## config.mk

```make
export PLATFORM = sky130hd
export DESIGN_NAME = pll_ctrl_flat
export DESIGN_NICKNAME = d
export VERILOG_FILES = /design/src/rtl/pll_ctrl_if.sv /design/src/rtl/pll_ctrl.sv /design/src/flat_wrapper.sv
export SDC_FILE = /design/constraint.sdc
export NUM_CORES = 1
export LEC_CHECK = 0
export ABC_AREA = 1
export CAP_MARGIN = 5
export CORE_MARGIN = 2
export CORE_UTILIZATION = 37
export DETAILED_ROUTE_END_ITERATION = 7
export SLEW_MARGIN = 25
export SYNTH_ARGS = -nofsm -noshare
export SYNTH_HDL_FRONTEND = slang
export SYNTH_SLANG_ARGS = --single-unit
```

## constraint.sdc

```tcl
create_clock -name clk_i -period 5.81 [get_ports clk_i]
set_clock_uncertainty 0.1 [all_clocks]
set_input_delay 0.8715 -clock clk_i [delete_from_list [all_inputs] [get_ports clk_i]]
set_output_delay 0.8715 -clock clk_i [all_outputs]
set_load 0.005 [all_outputs]
```

## src/rtl/pll_ctrl_if.sv

```systemverilog
// Configuration handshake into the PLL controller.
// Requester drives valid and dividers; controller drives ready.
interface pll_ctrl_if #(
    parameter int REF_DIV_WIDTH = 8,
    parameter int FB_DIV_WIDTH  = 12
);
    logic                     cfg_valid_i;
    logic                     cfg_ready_o;
    logic [REF_DIV_WIDTH-1:0] ref_div_i;
    logic [FB_DIV_WIDTH-1:0]  fb_div_i;

    modport master (
        output cfg_valid_i,
        output ref_div_i,
        output fb_div_i,
        input  cfg_ready_o
    );

    modport slave (
        input  cfg_valid_i,
        input  ref_div_i,
        input  fb_div_i,
        output cfg_ready_o
    );
endinterface

```

## src/rtl/pll_ctrl.sv

```systemverilog
// PLL bring-up controller: applies dividers, pulses PLL reset,
// qualifies lock and reports status.
module pll_ctrl #(
    parameter int REF_DIV_WIDTH  = 8,
    parameter int FB_DIV_WIDTH   = 12,
    parameter int RST_CYCLES     = 16,
    parameter int STABLE_CYCLES  = 32,
    parameter int TIMEOUT_CYCLES = 65535
) (
    input  logic                     clk_i,
    input  logic                     arst_i,
    pll_ctrl_if.slave                cfg,
    output logic                     pll_arst_no,
    output logic [REF_DIV_WIDTH-1:0] pll_ref_div_o,
    output logic [FB_DIV_WIDTH-1:0]  pll_fb_div_o,
    input  logic                     pll_locked_i,
    output logic                     locked_o,
    output logic                     status_valid_o,
    output logic [1:0]               status_code_o
);

    localparam int RW = $clog2(RST_CYCLES) + 1;
    localparam int SW = $clog2(STABLE_CYCLES) + 1;
    localparam int TW = $clog2(TIMEOUT_CYCLES) + 1;

    localparam logic [RW-1:0] RST_LAST = RW'(RST_CYCLES - 1);
    localparam logic [SW-1:0] STB_LIM  = SW'(STABLE_CYCLES);
    localparam logic [TW-1:0] TO_LIM   = TW'(TIMEOUT_CYCLES);

    localparam logic [1:0] ST_OK      = 2'd0;
    localparam logic [1:0] ST_INVALID = 2'd1;
    localparam logic [1:0] ST_TIMEOUT = 2'd2;
    localparam logic [1:0] ST_LOST    = 2'd3;

    typedef enum logic [1:0] {
        S_IDLE,
        S_RESET,
        S_WAIT_LOCK,
        S_LOCKED
    } state_t;

    state_t        state;
    logic          ready_q;
    logic          lock_meta;
    logic          lock_sync;
    logic [RW-1:0] rst_cnt;
    logic [SW-1:0] stb_cnt;
    logic [TW-1:0] to_cnt;
    logic [SW-1:0] stb_nxt;
    logic [TW-1:0] to_nxt;
    logic          xfer;
    logic          div_ok;

    assign cfg.cfg_ready_o = ready_q;
    assign xfer   = cfg.cfg_valid_i & ready_q;
    assign div_ok = (|cfg.ref_div_i) & (|cfg.fb_div_i);

    // Lock input is asynchronous to clk_i
    always_ff @(posedge clk_i or posedge arst_i) begin
        if (arst_i) begin
            lock_meta <= 1'b0;
            lock_sync <= 1'b0;
        end else begin
            lock_meta <= pll_locked_i;
            lock_sync <= lock_meta;
        end
    end

    always_comb begin
        stb_nxt = '0;
        if (lock_sync) begin
            stb_nxt = (stb_cnt == STB_LIM) ? stb_cnt : stb_cnt + SW'(1);
        end
        to_nxt = (to_cnt == TO_LIM) ? to_cnt : to_cnt + TW'(1);
    end

    always_ff @(posedge clk_i or posedge arst_i) begin
        if (arst_i) begin
            state          <= S_IDLE;
            ready_q        <= 1'b1;
            pll_arst_no    <= 1'b0;
            pll_ref_div_o  <= '0;
            pll_fb_div_o   <= '0;
            locked_o       <= 1'b0;
            status_valid_o <= 1'b0;
            status_code_o  <= ST_OK;
            rst_cnt        <= '0;
            stb_cnt        <= '0;
            to_cnt         <= '0;
        end else begin
            status_valid_o <= 1'b0;
            status_code_o  <= ST_OK;
            unique case (state)
                S_IDLE, S_LOCKED: begin
                    // A good config outranks a coincident lock loss
                    if (xfer && div_ok) begin
                        pll_ref_div_o <= cfg.ref_div_i;
                        pll_fb_div_o  <= cfg.fb_div_i;
                        locked_o      <= 1'b0;
                        pll_arst_no   <= 1'b0;
                        ready_q       <= 1'b0;
                        rst_cnt       <= '0;
                        state         <= S_RESET;
                    end else if (xfer) begin
                        status_valid_o <= 1'b1;
                        status_code_o  <= ST_INVALID;
                    end else if (state == S_LOCKED && !lock_sync) begin
                        status_valid_o <= 1'b1;
                        status_code_o  <= ST_LOST;
                        locked_o       <= 1'b0;
                        pll_arst_no    <= 1'b0;
                        ready_q        <= 1'b0;
                        rst_cnt        <= '0;
                        state          <= S_RESET;
                    end
                end
                S_RESET: begin
                    if (rst_cnt == RST_LAST) begin
                        pll_arst_no <= 1'b1;
                        stb_cnt     <= '0;
                        to_cnt      <= '0;
                        state       <= S_WAIT_LOCK;
                    end else begin
                        rst_cnt <= rst_cnt + RW'(1);
                    end
                end
                S_WAIT_LOCK: begin
                    stb_cnt <= stb_nxt;
                    to_cnt  <= to_nxt;
                    // Lock is checked first so it wins a tie with timeout
                    if (stb_nxt == STB_LIM) begin
                        locked_o       <= 1'b1;
                        ready_q        <= 1'b1;
                        status_valid_o <= 1'b1;
                        status_code_o  <= ST_OK;
                        state          <= S_LOCKED;
                    end else if (to_nxt == TO_LIM) begin
                        pll_arst_no    <= 1'b0;
                        ready_q        <= 1'b1;
                        status_valid_o <= 1'b1;
                        status_code_o  <= ST_TIMEOUT;
                        state          <= S_IDLE;
                    end
                end
                default: begin
                    state <= S_IDLE;
                end
            endcase
        end
    end

endmodule

```

## src/flat_wrapper.sv

```systemverilog
// flat-port wrapper written by rule: the top's interface ports become plain ports
module pll_ctrl_flat 
#(
    parameter int REF_DIV_WIDTH  = 8,
    parameter int FB_DIV_WIDTH   = 12,
    parameter int RST_CYCLES     = 16,
    parameter int STABLE_CYCLES  = 32,
    parameter int TIMEOUT_CYCLES = 65535
)
  (clk_i, arst_i, pll_arst_no, pll_ref_div_o, pll_fb_div_o, pll_locked_i, locked_o, status_valid_o, status_code_o, cfg_cfg_valid_i, cfg_ref_div_i, cfg_fb_div_i, cfg_cfg_ready_o);
  pll_ctrl_if #(.REF_DIV_WIDTH(REF_DIV_WIDTH), .FB_DIV_WIDTH(FB_DIV_WIDTH)) cfg_i ();
  input  logic clk_i;
  input  logic arst_i;
  output logic pll_arst_no;
  output logic [REF_DIV_WIDTH-1:0] pll_ref_div_o;
  output logic [FB_DIV_WIDTH-1:0] pll_fb_div_o;
  input  logic pll_locked_i;
  output logic locked_o;
  output logic status_valid_o;
  output logic [1:0] status_code_o;
  input wire logic [$bits(cfg_i.cfg_valid_i)-1:0] cfg_cfg_valid_i;
  input wire logic [$bits(cfg_i.ref_div_i)-1:0] cfg_ref_div_i;
  input wire logic [$bits(cfg_i.fb_div_i)-1:0] cfg_fb_div_i;
  output wire logic [$bits(cfg_i.cfg_ready_o)-1:0] cfg_cfg_ready_o;
  assign cfg_i.cfg_valid_i = cfg_cfg_valid_i;
  assign cfg_i.ref_div_i = cfg_ref_div_i;
  assign cfg_i.fb_div_i = cfg_fb_div_i;
  assign cfg_cfg_ready_o = cfg_i.cfg_ready_o;
  pll_ctrl #(.REF_DIV_WIDTH(REF_DIV_WIDTH), .FB_DIV_WIDTH(FB_DIV_WIDTH), .RST_CYCLES(RST_CYCLES), .STABLE_CYCLES(STABLE_CYCLES), .TIMEOUT_CYCLES(TIMEOUT_CYCLES)) u_core (.clk_i(clk_i), .arst_i(arst_i), .cfg(cfg_i), .pll_arst_no(pll_arst_no), .pll_ref_div_o(pll_ref_div_o), .pll_fb_div_o(pll_fb_div_o), .pll_locked_i(pll_locked_i), .locked_o(locked_o), .status_valid_o(status_valid_o), .status_code_o(status_code_o));
endmodule
```

======== Yosys cells after proc, flatten, opt, wreduce, memory -nomap -nowiden ========
Cells that the tools add are included.
cells by class
  add/sub/neg operators ................... 3
  equality and inequality tests ........... 16
  muxes and demuxes ....................... 43
  bitwise logic cells ..................... 2
  reduce and logical (&&, ||, !) cells .... 17
operators with widths
  cell                   number
  $eq 17x16->1 const B   2
  $mux 17                2
  $pmux 17 s2            1
  $mux 2                 11
  $mux 5                 4
  $mux 6                 3
  $add 17x1->17 const B  1
  $reduce_and 4->1       4
  $mux 1                 14
  $eq 6x6->1 const B     2
  $pmux 6 s2             1
  $reduce_or 12->1       1
  $pmux 5 s2             1
  $reduce_or 8->1        1
  $add 6x1->6 const B    1
  $ne 2x1->1 const B     3
  $ne 3x1->1 const B     2
  $pmux 1 s2             3
  $pmux 2 s3             1
  $reduce_bool 2->1      3
  $add 5x1->5 const B    1
  $eq 5x4->1 const B     1
  $reduce_and 5->1       1
  $eq 2x2->1 const B     2
  other kinds (11)       15
storage, ports and cells
  register bits ........................... 58
  input bits .............................. 24
  output and inout bits ................... 26
  logic and storage cells ................. 94

======== Depth between registers and ports, before layout ========
  word-level depth ........................ 6
  gate-level depth with buffers ........... 15

======== Worst setup path after synthesis ========
Ideal clock, no wire load.
  kind .................................... input port to flip-flop
  start ................................... input port cfg_cfg_valid_i
  end ..................................... register u_core.pll_fb_div_o[0]
  setup time .............................. 0.125 ns
  data arrival time ....................... 1.970 ns
  required time ........................... 5.585 ns
  path slack .............................. 3.615 ns
  stages .................................. 6
  path buffers ............................ 1
  cells stage by stage .................... nand2_1 > a21oi_1 > nand2_1 > nor2_1 > clkbuf_1 > mux2_2
between the ends
  longest elaborated chain between the ends .. 3
RTL lines
  item                               line                RTL
  start: declaration                 flat_wrapper.sv:21  input wire logic [$bits(cfg_i.cfg_valid_i)-1:0] cfg_cfg_valid_i;
  $and 1x1->1                        pll_ctrl.sv:55      assign xfer = cfg.cfg_valid_i & ready_q;
  $logic_and 1x1->1                  pll_ctrl.sv:96      if (xfer && div_ok) begin
  $reduce_and 2->1 (no source line)  n/a
  end signal: assignment             pll_ctrl.sv:98      pll_fb_div_o <= cfg.fb_div_i;
  end: declaration                   pll_ctrl.sv:15      output logic [FB_DIV_WIDTH-1:0] pll_fb_div_o,
No other way between the ends.
A chain may end at the register's enable or synchronous reset.

======== Final worst setup path ========
  start ................................... register u_core.state[0]
  end ..................................... register u_core.to_cnt[13]
between the ends
  longest elaborated chain between the ends .. 3
RTL lines
  item                                                              line             RTL
  start: declaration                                                pll_ctrl.sv:42   state_t state;
  start signal: assignment                                          pll_ctrl.sv:79   state <= S_IDLE;
  start signal: assignment                                          pll_ctrl.sv:103  state <= S_RESET;
  start signal: assignment                                          pll_ctrl.sv:114  state <= S_RESET;
  $eq 2x1->1 or $eq 2x2->1 (tied branches)                          pll_ctrl.sv:93   unique case (state)
  $ne 2x1->1 (no source line) or $reduce_bool 2->1 (tied branches)  n/a
  $reduce_and 2->1 (no source line)                                 n/a
  end signal: assignment                                            pll_ctrl.sv:129  to_cnt <= to_nxt;
  end: declaration                                                  pll_ctrl.sv:48   logic [TW-1:0] to_cnt;
Several ways; a longest one is shown, not always the timed one.

==> flow_summary_export.csv <==
group,metric,value,unit
run_status,status,"completed",
power_and_ir_drop,powerDensity,189,nW/µm²
power_and_ir_drop,p_leak,1.77,nW
sta,fin_crit,2.49,ns
setup_path,cpLargestDelayFamily,"compound AO/OA/AOI/OAI gates",
yosys,synth.most_common_cell,"nand2_1",
sta,relSlewSlack,31.4,%
setup_path,slowest_stage,"o21ai_2",
yosys,ys_top_cells_by_count,"nand2_1, dfrtp_1, inv_1, nand3_1, mux2_2",
yosys,yosysTopAreaCell,"dfrtp_1",
route,drc,0,
sta,worst_pin_slew,1.03,ns
global_route,grt_pass1_wl,12700,µm
hold_path,hold-path-cell-count,0,
final_layout,n_antenna_cell,0,
sta,finalCritPeriodShare,42.9,%
final_layout,syn_to_final_growth,23.9,%
cts,root_buffer,"clkbuf_8",
placed_design,place.gp.congestion,0.784,
cts,clk_pin_slew,0.07,ns
setup_path,setup.worst_path.start_class,"register",
sta,timing.fmax,0.402,GHz
setup_path,crit_path_end_kind,"register",
yosys,synth_area_per_cell,8.84,µm²
setup_path,crit_type,"reg -> reg",
sta,finalSetupViolations,0,
route,wl,7290,µm
yosys,synth.yosys.warnings,0,
yosys,ys_types,33,
power_and_ir_drop,p_comb_share,3.7,%
route,ant_nets,0,
cts,cts_setup_buffers,0,
cts,cts_tree,"built",
power_and_ir_drop,p_switching,0.168,mW
sta,slew_viol_final,0,
cts,numCtsBuffers,9,
setup_path,path_buf_inv,2,
cts,cts_max_level,3,
yosys,syn-num-nets,400,
route,drt-pass1-iter-count,4,
placed_design,dp_hpwl,5310,µm
route,num_vias,2683,
global_route,grt_overflow_total,0,
sta,rsz0062_at_grt,"false",
route,drt_iter0_markers,101,
yosys,seq_area_frac_synth,44.8,%
sta,setup_tns,0,ns
floorplanning,die_area,9530,µm²
setup_path,cp_slowest_stage_delay,0.84,ns
floorplanning,start_util,37.7,%
yosys,ys_seq_elements,58,
global_route,grt_max_degree,59,
global_route,grt_usage,16.2,%
final_layout,final_nets,454,
floorplanning,dieHeight,97.6,µm
route,viasPerCell,5.03,
floorplanning,ios,50,
power_and_ir_drop,ir_drop,0.107,mV
cts,cts_hold_buf,0,
cts,ctsLongestPathBuffers,2,
hold_path,hold_class,"reg -> reg",
setup_path,required,5.88,ns
power_and_ir_drop,swShare,22.1,%
yosys,synthFlopType,"dfrtp_1",
global_route,antenna_found_initial,0,
floorplanning,fp-row-count,34,
floorplanning,die_w,97.6,µm
yosys,syn_area,3240,µm²
setup_path,cpMostUsedCell,"inv_1",
placed_design,port_buffers,49,
yosys,synthCells,367,
final_layout,final_util,46.8,%
sta,hold_viol,0,
cts,clock_sinks,58,
global_route,grt_pass1_vias,2740,
route,routedWlPerCell,13.7,µm
power_and_ir_drop,power.internal,0.593,mW
yosys,async_reset_ff_share,100,%
yosys,synth_edf_count,0,
setup_path,worstRegToRegCells,5,
power_and_ir_drop,seqPwrFrac,53.2,%
cts,cts_resized,0,
setup_path,worst-path-max-fanout,23,
power_and_ir_drop,pwr-share-clk,43.1,%
setup_path,worst-path-stages,5,
cts,clkLatencyLatePin,0.33,ns
final_layout,drive_gt1_share,16.0,%
flow_run,maxCapViolCount,0,
setup_path,cp.arrival,2.56,ns
setup_path,path_cells,"inv_1 -> ha_1 -> inv_1 -> o21ai_2 -> o22ai_1",
yosys,synth_top_cells_by_area,"dfrtp_1, nand2_1, mux2_2",
floorplanning,core,8590,µm²
yosys,synth_top_area_share,44.0,%
sequential cells by signal (all words and copies together) (netlist names):
name,cells
u_core.cfg.cfg_ready_o,1
u_core.stb_cnt,6
u_core.pll_fb_div_o,12
u_core.to_cnt,17
u_core.status_code_o,2
u_core.lock_meta,1
u_core.pll_ref_div_o,8
u_core.rst_cnt,5
u_core.lock_sync,1
u_core.pll_arst_no,1
u_core.state,2
u_core.status_valid_o,1
u_core.locked_o,1
logic make-up (layout without fill, tap and decap cells):
logic type	Yosys count	after routing	synth area share (%)
buf+inv	51	109	6.21
compound gates	58	58	10.3
flops	58	58	44.8
fa+ha+maj	9	9	3.47
xor+xnor	10	10	2.70
simple gates	161	161	25.6
mux	20	20	6.94
worst register-to-register path, stage by stage, from the launching register on:
cell and delay, ns:
dfrtp_1 0.44, inv_1 0.08, ha_1 0.46, inv_1 0.22, o21ai_2 0.84, o22ai_1 0.19
per-stage QoR:
| stage | worst slack, ns | area (µm²) | std cells | power (mW) | hold WS, ns |
|---|---|---|---|---|---|
| 5_1_grt | 3.06 | 4020 | 533 | 0.794 | 0.263 |
| 4_1_cts | 3.30 | 4020 | 533 | 0.775 | 0.253 |
| 3_5_place_dp | 3.02 | 3850 | 518 | 0.441 | 0.237 |
| 3_3_place_gp | 3.03 | 3850 | 518 | 0.441 | 0.232 |
| 6_report | 3.32 | 4020 | 533 | 0.761 | 0.251 |
| 2_1_floorplan | 3.41 | 3240 | 367 | 0.420 | 0.231 |
final cells by class:
| type | count | area, µm² |
|---|---|---|
| Tap cell | 108 | 135 |
| Timing Repair Buffer | 51 | 505 |
| Multi-Input combinational cell | 258 | 1590 |
| Clock inverter | 3 | 15.0 |
| Inverter | 43 | 161 |
| Sequential cell | 58 | 1450 |
| Clock buffer | 12 | 155 |
| Fill cell | 841 | 4580 |
cells in the final DEF (no fill, tap or decap), types with 2 or more instances in the layout:
cell,n
a21oi_1,16
clkbuf_8,11
nand2_4,4
nor2_2,2
clkdlybuf4s50_1,49
nand4_1,6
inv_1,41
dfrtp_1,57
mux2_2,20
o21bai_1,5
clkinv_2,3
xor2_1,9
o21ai_1,2
ha_1,9
nor2_4,6
nor4_1,5
or2_2,3
o22ai_1,11
nor2_1,18
nand2_1,74
nand2_2,5
buf_4,2
o21ai_0,18
o31ai_1,3
inv_2,2
nand3_1,30
nand3_2,5
final timing paths:
kind,start,end,slack (ns)
max in group asynchronous,arst_i,u_core.state[0],4.14
worst max-delay path,u_core.state[0],u_core.to_cnt[13],3.32
worst min-delay path,u_core.lock_meta,u_core.lock_sync,0.25
min in group asynchronous,arst_i,u_core.to_cnt[11],0.98
worst min register to register,u_core.lock_meta,u_core.lock_sync,0.25
worst max register to register,u_core.state[0],u_core.to_cnt[13],3.32
per-layer routing:
metal / vias up / part of all wire (%) / GRT usage (%)
met1: 1269 / 47 / 20.7
met3: 7 / 7.3 / 6.47
met5: - / 0 / 0
met2: 67 / 45 / 26.0
met4: 0 / 0.74 / 3.21
li1: 1340 / - / -
power groups by stage:
stage	clock (mW)	sequential, mW	combinational [mW]
floorplan	0	0.412	0.00764
global placement	0	0.413	0.0287
detailed placement	0	0.413	0.0288
CTS	0.341	0.405	0.0289
global route	0.358	0.405	0.0310
finish	0.328	0.405	0.0281
No activity file was read; power rests on OpenSTA's default activity.
